===== src/rtl/seq_chunk_adder_pkg.sv =====
// Shared definitions for the multi-cycle chunked add/subtract unit:
// FSM state encodings and the chunk-index width helper.
package seq_chunk_adder_pkg;

  typedef logic [1:0] state_t;

  localparam state_t ST_IDLE = 2'd0;
  localparam state_t ST_BUSY = 2'd1;
  localparam state_t ST_DONE = 2'd2;

  // Index counter needs at least one bit even when there is a single chunk.
  function automatic int idx_width(input int n_chunk);
    return (n_chunk > 1) ? $clog2(n_chunk) : 1;
  endfunction

endpackage


===== src/rtl/seq_chunk_adder_chunk.sv =====
// Combinational W-bit ripple slice: sum, carry out, and the carry into the
// slice MSB (needed for signed-overflow detection on the final slice).
module chunk_adder #(
  parameter int W = 8
) (
  input  logic [W-1:0] a,
  input  logic [W-1:0] b,
  input  logic         cin,
  output logic [W-1:0] s,
  output logic         cout,
  output logic         c_msb
);

  logic [W:0] w_sum;

  assign w_sum = {1'b0, a} + {1'b0, b} + {{W{1'b0}}, cin};
  assign s     = w_sum[W-1:0];
  assign cout  = w_sum[W];
  // Sum bit = a ^ b ^ carry-in, so the MSB carry-in falls out of the sum bit.
  assign c_msb = w_sum[W-1] ^ a[W-1] ^ b[W-1];

endmodule


===== src/rtl/seq_chunk_adder.sv =====
// Multi-cycle two's-complement add/subtract: one CHUNK-bit slice per clock
// through a single time-multiplexed chunk_adder, with valid/ready on both sides.
module seq_chunk_adder
  import seq_chunk_adder_pkg::*;
#(
  parameter int WIDTH = 32,
  parameter int CHUNK = 8
) (
  input  logic             clk,
  input  logic             reset,
  input  logic             in_valid,
  output logic             in_ready,
  input  logic [WIDTH-1:0] a,
  input  logic [WIDTH-1:0] b,
  input  logic             cin,
  input  logic             sub,
  output logic             out_valid,
  input  logic             out_ready,
  output logic [WIDTH-1:0] s,
  output logic             cout,
  output logic             ovf
);

  localparam int NCHUNK = WIDTH / CHUNK;
  localparam int IW     = idx_width(NCHUNK);
  localparam logic [IW-1:0]    LAST_IDX   = IW'(NCHUNK - 1);
  localparam logic [WIDTH-1:0] SLICE_MASK = WIDTH'({CHUNK{1'b1}});

  if (CHUNK < 1 || CHUNK > WIDTH || (WIDTH % CHUNK) != 0) begin : g_bad_params
    $error("seq_chunk_adder: CHUNK must divide WIDTH and satisfy 1 <= CHUNK <= WIDTH");
  end

  state_t           r_state;
  logic [IW-1:0]    r_idx;
  logic             r_carry;
  logic [WIDTH-1:0] r_a;
  logic [WIDTH-1:0] r_b;
  logic [WIDTH-1:0] r_s;
  logic             r_cout;
  logic             r_ovf;

  logic [31:0]      w_base;
  logic [CHUNK-1:0] w_a_slice;
  logic [CHUNK-1:0] w_b_slice;
  logic [CHUNK-1:0] w_sum;
  logic             w_cout;
  logic             w_c_msb;
  logic             w_last;

  assign w_base    = 32'(r_idx) * 32'(CHUNK);
  assign w_a_slice = CHUNK'(r_a >> w_base);
  assign w_b_slice = CHUNK'(r_b >> w_base);
  assign w_last    = (r_idx == LAST_IDX);

  chunk_adder #(.W(CHUNK)) u_chunk (
    .a     (w_a_slice),
    .b     (w_b_slice),
    .cin   (r_carry),
    .s     (w_sum),
    .cout  (w_cout),
    .c_msb (w_c_msb)
  );

  // NOTE: every register here, operand copies included, is plain flops with
  // an async reset and non-blocking updates, so no partial result survives reset.
  always_ff @(posedge clk or posedge reset) begin
    if (reset) begin
      r_state <= ST_IDLE;
      r_idx   <= '0;
      r_carry <= 1'b0;
      r_a     <= '0;
      r_b     <= '0;
      r_s     <= '0;
      r_cout  <= 1'b0;
      r_ovf   <= 1'b0;
    end else begin
      case (r_state)
        ST_IDLE: begin
          if (in_valid) begin
            r_a     <= a;
            r_b     <= sub ? ~b : b;
            r_carry <= sub | cin;
            r_idx   <= '0;
            r_s     <= '0;
            r_state <= ST_BUSY;
          end
        end
        ST_BUSY: begin
          r_s     <= (r_s & ~(SLICE_MASK << w_base)) | (WIDTH'(w_sum) << w_base);
          r_carry <= w_cout;
          if (w_last) begin
            r_cout  <= w_cout;
            r_ovf   <= w_c_msb ^ w_cout;
            r_idx   <= '0;
            r_state <= ST_DONE;
          end else begin
            r_idx <= r_idx + IW'(1);
          end
        end
        ST_DONE: begin
          if (out_ready) r_state <= ST_IDLE;
        end
        default: r_state <= ST_IDLE;
      endcase
    end
  end

  assign in_ready  = (r_state == ST_IDLE);
  assign out_valid = (r_state == ST_DONE);
  assign s         = r_s;
  assign cout      = r_cout;
  assign ovf       = r_ovf;

endmodule


===== config.mk =====
export PLATFORM = sky130hd
export DESIGN_NAME = seq_chunk_adder
export DESIGN_NICKNAME = d
export VERILOG_FILES = /design/src/rtl/seq_chunk_adder_pkg.sv /design/src/rtl/seq_chunk_adder_chunk.sv /design/src/rtl/seq_chunk_adder.sv
export SDC_FILE = /design/constraint.sdc
export NUM_CORES = 1
export LEC_CHECK = 0
export ABC_CLOCK_PERIOD_IN_PS = 3300
export CORE_AREA = 2 2 121 123
export DETAILED_ROUTE_END_ITERATION = 12
export DIE_AREA = 0 0 123 125
export SETUP_SLACK_MARGIN = 0.1
export SYNTH_ARGS = -nofsm -noshare
export SYNTH_HDL_FRONTEND = slang
export SYNTH_SLANG_ARGS = --single-unit

===== constraint.sdc =====
create_clock -name clk -period 3.3 [get_ports clk]
set_clock_uncertainty 0.1 [all_clocks]
set_input_delay 0.66 -clock clk [delete_from_list [all_inputs] [get_ports clk]]
set_output_delay 0.66 -clock clk [all_outputs]
set_load 0.01 [all_outputs]

==> results_tabular.tex, run 1 <==
\begin{tabular}{lr}
\hline
Metric & Value \\
\hline
\multicolumn{2}{l}{\textbf{Pwr}} \\
\quad Switching Fraction & 40.9\% \\
\quad Clock share of power & 14.5\% \\
\quad Combinational share of power & 53.5\% \\
\quad Total internal power & 0.00409 W \\
\quad Pwr per Cell Area & 1080 nW/µm² \\
\quad Leak Pwr & 2.88 nW \\
\quad Net Switching & 0.00284 W \\
\quad VDD IR-drop max & 0.000491 V \\
\quad Power consumption & 0.00693 W \\
\quad Part of the power in registers & 32.0\% \\
\multicolumn{2}{l}{\textbf{Yosys}} \\
\quad Post-synthesis sequential area ratio & 53.5\% \\
\quad Number of cells produced by synthesis & 451 \\
\quad Distinct cell type count after synthesis & 34 \\
\quad Prevailing post-synth register cell & dfrtp\_1 \\
\quad Post-synth ARST share & 100\% \\
\quad Syn Area/Cell & 10.7 µm² \\
\quad Post-synthesis sequential element count & 103 \\
\quad Net count after synthesis & 534 \\
\quad Post-synth EDFFs & 0 \\
\quad Synth Warn \# & 0 \\
\quad Cell area after synthesis & 4820 µm² \\
\multicolumn{2}{l}{\textbf{Final layout}} \\
\quad Area Overhead vs Synth & 32.7\% \\
\quad Top library cells by usage in the layout, fill and taps aside & nand2\_1, clkdlybuf4s50\_1, dfrtp\_1, o21ai\_0, xnor2\_1 \\
\quad Fraction of layout cells with a size suffix above 1 & 8.94\% \\
\quad ANT cells & 0 \\
\quad Most common cell after layout, fill and taps aside & nand2\_1 \\
\quad Final Non-Filler Cells & 743 \\
\quad Net count, final & 637 \\
\multicolumn{2}{l}{\textbf{Hold path}} \\
\quad WHS Endpoint & r\_a[18] \\
\quad Cell depth of the worst hold path & 2 \\
\quad Class of the tightest hold or removal check & flop to flop \\
\quad Startpoint of the lowest-slack hold path & r\_a[18] \\
\multicolumn{2}{l}{\textbf{Detailed routing}} \\
\quad DRT iter0 DRCs & 227 \\
\quad Post-DRT Antenna Nets & 0 \\
\quad Routed wire per std cell & 15.6 µm \\
\quad First-pass iteration count of the detailed router & 4 \\
\quad Post-route DRC & 0 \\
\quad Wire length after detailed routing & 11.6 mm \\
\quad Via total after detailed routing & 3597 \\
\quad Detailed-route vias per instance & 4.84 \\
\multicolumn{2}{l}{\textbf{Setup path}} \\
\quad Most numerous cell on the critical path & o21a\_1 \\
\quad Series of cell instances along the critical path & mux4\_2 > fa\_2 > inv\_1 > fa\_2 > nor2b\_1 > o21a\_1 > o21a\_1 > o21a\_1 > or3\_4 > a32o\_1 \\
\quad Worst-path cell with the longest stage delay & mux4\_2 \\
\quad Register-to-register path setup slack & 0.23 ns \\
\quad Max stage delay on crit path & 0.54 ns \\
\quad Crit-path max FO & 4 \\
\quad Required time reported for the critical path endpoint & 3.44 ns \\
\quad Crit Reg-Reg Startpoint & r\_idx[0] \\
\quad Capturing point of the worst reg2reg path & s[6] \\
\quad Sum of buffers and inverters on the critical path & 1 \\
\quad Category of the most critical setup path & flop to flop \\
\quad Startpoint types & flop \\
\quad Depth of the worst register-to-register path & 10 \\
\quad Nature of the critical path endpoint & flop \\
\quad Data arrival time at the worst-slack endpoint & 3.21 ns \\
\quad Largest delay contributor family on the critical path & compound AO/OA/AOI/OAI gates \\
\multicolumn{2}{l}{\textbf{Place}} \\
\quad HPWL after DPL & 8.81 mm \\
\quad Final RePlAce weighted congestion & 0.906 \\
\quad Number of input and output port buffers inserted & 105 \\
\quad Inst Count DP & 726 \\
\multicolumn{2}{l}{\textbf{Global routing}} \\
\quad Global router's overall resource usage & 16.1\% \\
\quad Wire length of the first global-routing pass & 19.2 mm \\
\quad Congestion Overflow GR & 0 \\
\quad Via count of the first global-routing pass & 3710 \\
\quad Largest net degree at the start of global routing & 104 \\
\quad Initial antenna violation count & 0 \\
\multicolumn{2}{l}{\textbf{Clocking}} \\
\quad Clk sink count & 103 \\
\quad CTS tree & built \\
\quad Clock transition time at the flip-flop clock pins of the worst setup and hold paths & 0.07 ns \\
\quad Clk root buf & clkbuf\_16 \\
\quad Number of levels the H-tree was split into & 3 \\
\quad Maximum clock insertion buffer count & 2 \\
\quad CTS Buf Count & 9 \\
\quad Clock latency on the worst-skew pair & 0.35 ns \\
\multicolumn{2}{l}{\textbf{STA}} \\
\quad Number of pins exceeding their max-slew limit in the final report & 0 \\
\quad Setup TNS & 0 ns \\
\quad Endpoints failing setup & 0 \\
\quad Post-route clock period utilization & 93.0\% \\
\quad Peak clock frequency supported by timing & 326 MHz \\
\quad RSZ-0062 raised after global routing & no \\
\quad Hold Vio Cnt, Final & 0 \\
\quad Slew at the pin with the worst max-slew slack & 1.08 ns \\
\quad Min Tclk post-route & 3.07 ns \\
\quad Slew Limit Headroom & 27.3\% \\
\multicolumn{2}{l}{\textbf{Die}} \\
\quad Initial core utilization & 33.9\% \\
\quad Boundary pin count & 106 \\
\quad Die extent in y & 125 µm \\
\quad Core Area & 14200 µm² \\
\quad Std-Cell Rows & 44 \\
\quad Chip Width & 123 µm \\
\quad Full die area & 15400 µm² \\
\multicolumn{2}{l}{\textbf{Outcome}} \\
\quad Outcome & finished clean \\
\multicolumn{2}{l}{\textbf{Job}} \\
\quad Count of maximum capacitance violations & 0 \\
\hline
\end{tabular}
==> worst max path at each step <==
| stage | cells after the start | slack [ns] | start | to |
|---|---|---|---|---|
| 6_report | 10 | 0.23 | r_idx[0] | s[6] |
| 5_1_grt | 8 | 0.11 | r_idx[0] | ovf |
| 4_1_cts | 10 | 0.15 | r_idx[0] | s[6] |
| 3_5_place_dp | 9 | 0.06 | r_idx[0] | s[6] |
| 3_3_place_gp | 9 | 0.15 | r_idx[0] | s[6] |
| 2_1_floorplan | 11 | 0.13 | r_idx[0] | s[6] |
==> flip-flops by register name, summed over array words and instances, names as in the netlist <==
name,flops
cout,1
r_state,2
r_b,32
s,32
r_carry,1
r_idx,2
r_a,32
ovf,1
==> layer usage <==
layer	routed length, µm	vias to the layer above	GRT usage (%)	share of wire [%]
li1	-	1754	-	-
met1	5330	1731	22.8	46
met2	5540	96	25.3	48
met3	542	16	2.60	4.7
met4	202	0	5.55	1.7
met5	0	-	0	0
==> worst reg2reg max path, stage by stage (launching register included) <==
cell and delay (ns):
dfrtp_2 0.43, mux4_2 0.54, fa_2 0.37, inv_1 0.08
fa_2 0.20, nor2b_1 0.05, o21a_1 0.20, o21a_1 0.19
o21a_1 0.18, or3_4 0.36, a32o_1 0.27
==> power groups by stage <==
stage / clock, W / sequential (W) / combinational [W]
2_1_floorplan: 0 / 0.00216 / 0.00245
4_1_cts: 0.00103 / 0.00222 / 0.00370
6_report: 0.00101 / 0.00222 / 0.00371
5_1_grt: 0.00108 / 0.00228 / 0.00414
3_5_place_dp: 0 / 0.00225 / 0.00367
3_3_place_gp: 0 / 0.00225 / 0.00356
==> kinds of logic after synthesis <==
kind of cell | share of synthesized area (%)
xor gates and xnor gates | 6.55
muxes | 7.48
adders and majority gates | 3.69
DFF | 53.5
AOI/OAI and AO/OA | 13.0
and+or+nand+nor | 13.2
buffers and inverters | 2.57
==> metrics by stage <==
step | worst slack, ns | hold slack (ns) | instance area [µm²] | utilization [%]
2_1_floorplan | 0.126 | 0.340 | 4840 | -
3_3_place_gp | 0.151 | 0.358 | 6090 | 42.9
3_5_place_dp | 0.0601 | 0.357 | 6090 | 42.9
4_1_cts | 0.152 | 0.375 | 6380 | 44.9
5_1_grt | 0.106 | 0.395 | 6390 | 45.0
6_report | 0.232 | 0.370 | 6390 | 45.0
==> synthesized netlist by cell type, types with 2 or more instances <==
library cell  number  share of area [%]
a21o_1             2               0.31
a21oi_1            6               0.62
a22o_1            29                5.3
a32o_1             4               0.83
buf_1              6               0.47
buf_2              3               0.31
clkbuf_1          14                1.1
dfrtp_1          103                 54
fa_1               2               0.83
ha_1              11                2.9
inv_1              9               0.70
mux4_2            16                7.5
nand2_1          135                 11
nand2b_1           2               0.26
nand3_1            3               0.31
nor2_1             8               0.62
nor2b_1            3               0.39
nor3_1             3               0.31
o21a_1             3               0.47
o21ai_0           39                4.1
o31ai_1            2               0.31
or3_1              2               0.26
xnor2_1           35                6.4
==> area by class of cell <==
| type | count | area, µm² |
|---|---|---|
| repair buffers | 115 | 1140 |
| clock buffers | 9 | 225 |
| well taps | 184 | 230 |
| fillers | 1348 | 7810 |
| inverters | 9 | 37.5 |
| clock inverters | 7 | 56.3 |
| flip-flops and latches | 103 | 2580 |
| multi-input cells | 316 | 2130 |
==> what timing repair did <==
action                                  CTS  global route
hold buffers                              0             0
buffers inserted                          1             0
resized for setup                         1             4
endpoints found under the setup margin    5             5
Note: power is estimated with default switching activity, not from simulation.
==> run 2: changes to the inputs <==
Settings changed: CORE_AREA 2 2 121 123 to 4 4 123 125, DIE_AREA 0 0 123 125 to 0 0 127 129.
==> results_tabular.tex, run 2 (synthesis gave the netlist of run 1 again) <==
\begin{tabular}{lr}
\hline
Metric & Value \\
\hline
\multicolumn{2}{l}{\textbf{Outcome}} \\
\quad Outcome & finished clean (unchanged) \\
\multicolumn{2}{l}{\textbf{Setup path}} \\
\quad Nature of the critical path endpoint & flop (unchanged) \\
\quad Category of the most critical setup path & flop to flop (unchanged) \\
\quad Data arrival time at the worst-slack endpoint & 3.22 ns (was 3.21 ns) \\
\quad Required time reported for the critical path endpoint & 3.43 ns (was 3.44 ns) \\
\quad Crit-path max FO & 5 (was 4) \\
\quad Source of the critical timing path & r\_idx[0] (unchanged) \\
\quad Startpoint types & flop (unchanged) \\
\quad Max stage delay on crit path & 0.54 ns (about the same) \\
\quad Most numerous cell on the critical path & o21a\_1 (unchanged) \\
\quad Crit Reg-Reg Startpoint & r\_idx[0] (unchanged) \\
\quad Series of cell instances along the critical path & mux4\_2 > fa\_2 > inv\_1 > fa\_2 > nor2b\_1 > o21a\_1 > o21a\_1 > o21a\_1 > or3\_4 > a32o\_1 (unchanged) \\
\quad Worst-path cell with the longest stage delay & mux4\_2 (unchanged) \\
\multicolumn{2}{l}{\textbf{Place}} \\
\quad Number of input and output port buffers inserted & 105 (unchanged) \\
\quad Final RePlAce weighted congestion & 0.787 (was 0.906) \\
\quad HPWL after DPL & 8.77 mm (was 8.81 mm) \\
\quad Instance area at placement & 6090 µm² (about the same) \\
\multicolumn{2}{l}{\textbf{Detailed routing}} \\
\quad Routed wire per std cell & 15.5 µm (was 15.6 µm) \\
\quad Post-route DRC & 0 (unchanged) \\
\quad Wire length after detailed routing & 11.5 mm (was 11.6 mm) \\
\quad Detailed-route vias per instance & 4.79 (was 4.84) \\
\quad First-pass iteration count of the detailed router & 4 (unchanged) \\
\quad Post-DRT Antenna Nets & 0 (unchanged) \\
\quad Via total after detailed routing & 3549 (was 3597) \\
\quad DRT iter0 DRCs & 275 (was 227) \\
\multicolumn{2}{l}{\textbf{Hold path}} \\
\quad Startpoint of the lowest-slack hold path & r\_a[18] (unchanged) \\
\quad Class of the tightest hold or removal check & flop to flop (unchanged) \\
\multicolumn{2}{l}{\textbf{Global routing}} \\
\quad Via count of the first global-routing pass & 3723 (was 3710) \\
\quad Global routing met1 resource utilization & 20.2\% (was 22.8\%) \\
\quad Wire length of the first global-routing pass & 19.2 mm (about the same) \\
\quad Global Route met2 Usage & 23.6\% (was 25.3\%) \\
\quad Global router's overall resource usage & 14.7\% (was 16.1\%) \\
\quad Global routing's busiest layer & met2 (unchanged) \\
\quad Initial antenna violation count & 0 (unchanged) \\
\quad Congestion Overflow GR & 0 (unchanged) \\
\quad Largest net degree at the start of global routing & 80 (was 104) \\
\quad Met3 capacity usage during global routing & 2.78\% (was 2.60\%) \\
\multicolumn{2}{l}{\textbf{STA}} \\
\quad Post-route clock period utilization & 93.7\% (was 93.0\%) \\
\quad RSZ-0062 raised after global routing & no (unchanged) \\
\quad Setup TNS & 0 ns (unchanged) \\
\quad Slew at the pin with the worst max-slew slack & 1.01 ns (was 1.08 ns) \\
\quad Hold Vio Cnt, Final & 0 (unchanged) \\
\quad Endpoints failing setup & 0 (unchanged) \\
\quad Min Tclk post-route & 3.09 ns (was 3.07 ns) \\
\quad Number of pins exceeding their max-slew limit in the final report & 0 (unchanged) \\
\quad Peak clock frequency supported by timing & 323 MHz (was 326 MHz) \\
\quad Slew Limit Headroom & 32.3\% (was 27.3\%) \\
\multicolumn{2}{l}{\textbf{Pwr}} \\
\quad VDD IR-drop max & 0.000529 V (was 0.000491 V) \\
\quad Clock share of power & 15.5\% (was 14.5\%) \\
\quad Switching Fraction & 39.8\% (was 40.9\%) \\
\quad Net Switching & 0.00284 W (about the same) \\
\quad Total internal power & 0.00429 W (was 0.00409 W) \\
\quad Combinational share of power & 53.7\% (was 53.5\%) \\
\quad Pwr per Cell Area & 1100 nW/µm² (was 1080 nW/µm²) \\
\quad Power consumption & 0.00713 W (was 0.00693 W) \\
\quad Leak Pwr & 2.89 nW (was 2.88 nW) \\
\quad Part of the power in registers & 30.8\% (was 32.0\%) \\
\multicolumn{2}{l}{\textbf{Die}} \\
\quad Full die area & 16400 µm² (was 15400 µm²) \\
\quad Initial core utilization & 34.7\% (was 33.9\%) \\
\quad Core Area & 13900 µm² (was 14200 µm²) \\
\quad Boundary pin count & 106 (unchanged) \\
\quad Std-Cell Rows & 43 (was 44) \\
\quad Chip Width & 127 µm (was 123 µm) \\
\quad Die extent in y & 129 µm (was 125 µm) \\
\multicolumn{2}{l}{\textbf{Clocking}} \\
\quad Clock latency on the worst-skew pair & 0.34 ns (was 0.35 ns) \\
\quad Count of hold buffers inserted by post-cts repair & 0 (unchanged) \\
\quad CTS tree & built (unchanged) \\
\quad Clk root buf & clkbuf\_16 (unchanged) \\
\quad Clock transition time at the flip-flop clock pins of the worst setup and hold paths & 0.07 ns (about the same) \\
\quad CTS Buf Count & 9 (unchanged) \\
\quad Maximum clock insertion buffer count & 2 (unchanged) \\
\quad Clk sink count & 103 (unchanged) \\
\quad Number of levels the H-tree was split into & 3 (unchanged) \\
\multicolumn{2}{l}{\textbf{Final layout}} \\
\quad Most common cell after layout, fill and taps aside & nand2\_1 (unchanged) \\
\quad Layout Cell Area excl Fill & 6470 µm² (was 6390 µm²) \\
\quad Net count, final & 639 (was 637) \\
\quad Fraction of layout cells with a size suffix above 1 & 9.80\% (was 8.94\%) \\
\quad Area Overhead vs Synth & 34.4\% (was 32.7\%) \\
\quad ANT cells & 0 (unchanged) \\
\quad Top library cells by usage in the layout, fill and taps aside & nand2\_1, clkdlybuf4s50\_1, dfrtp\_1, o21ai\_0, xnor2\_1 (unchanged) \\
\multicolumn{2}{l}{\textbf{Job}} \\
\quad Count of maximum capacitance violations & 0 (unchanged) \\
\hline
\end{tabular}
-- run 2: cell count changes in the layout (fill, tap and decap cells not counted) --
cell	change
ha_1	-3
clkbuf_8	+1
ha_4	+3
buf_4	+2
clkinv_4	-1
clkinv_2	-2
clkinvlp_4	+2
inv_6	-2
inv_8	+1
bufinv_16	+1
-- run 2: cell type report --
type	instances	area, µm²
repair buffers	117	1150
fillers	1281	7410
clock inverters	6	76.3
multi-input cells	316	2170
flip-flops and latches	103	2580
inverters	9	37.5
well taps	180	225
clock buffers	10	239
-- run 2: per-stage QoR --
| step | util [%] | cells | setup slack [ns] | hold WS [ns] |
|---|---|---|---|---|
| floorplan | - | 451 | 0.126 | 0.340 |
| global placement | 43.8 | 722 | 0.173 | 0.354 |
| detailed placement | 43.8 | 722 | 0.0787 | 0.360 |
| CTS | 46.3 | 740 | 0.103 | 0.378 |
| global route | 46.6 | 741 | 0.101 | 0.392 |
| finish | 46.6 | 741 | 0.208 | 0.376 |
-- run 2: final timing paths --
kind                                  to  slack, ns  cells after the start
worst max-delay path               s[30]       0.21                     10
worst min-delay path             r_a[18]       0.38                      2
worst max register to register     s[30]       0.21                     10
worst min register to register   r_a[18]       0.38                      2
max in group asynchronous       r_idx[0]       1.72                      3
min in group asynchronous         r_b[1]       0.62                      2
-- run 2: power groups by stage --
| stage | Combinational [W] | Clock, W | Sequential, W |
|---|---|---|---|
| finish | 0.00383 | 0.00111 | 0.00219 |
| global route | 0.00425 | 0.00119 | 0.00227 |
| CTS | 0.00370 | 0.00113 | 0.00220 |
| detailed placement | 0.00365 | 0 | 0.00222 |
| global placement | 0.00355 | 0 | 0.00222 |
| floorplan | 0.00245 | 0 | 0.00216 |
-- run 2: critical path, delay by kind of cell (launching register included) --
family / cells / cell delay, ns
AO/OA/AOI/OAI: 4 / 0.84
adder cells (fa/ha/maj): 2 / 0.60
multiplexers: 1 / 0.54
flip-flops: 1 / 0.43
AND/OR/NAND/NOR: 2 / 0.41
buffers and inverters: 1 / 0.08
-- run 2: timing repair --
action,4_1_cts,5_1_grt
setup buffers,2,1
endpoints found under the hold margin,0,0
pin swaps,0,1
endpoints found under the setup margin,4,5
gates resized for setup,1,7
-- run 2: routing by layer --
metal | routed length [µm] | part of all wire (%) | vias up
li1 | - | - | 1767
met1 | 5360 | 47 | 1676
met2 | 5360 | 47 | 95
met3 | 583 | 5.1 | 11
met4 | 191 | 1.7 | 0
met5 | 0 | 0 | -
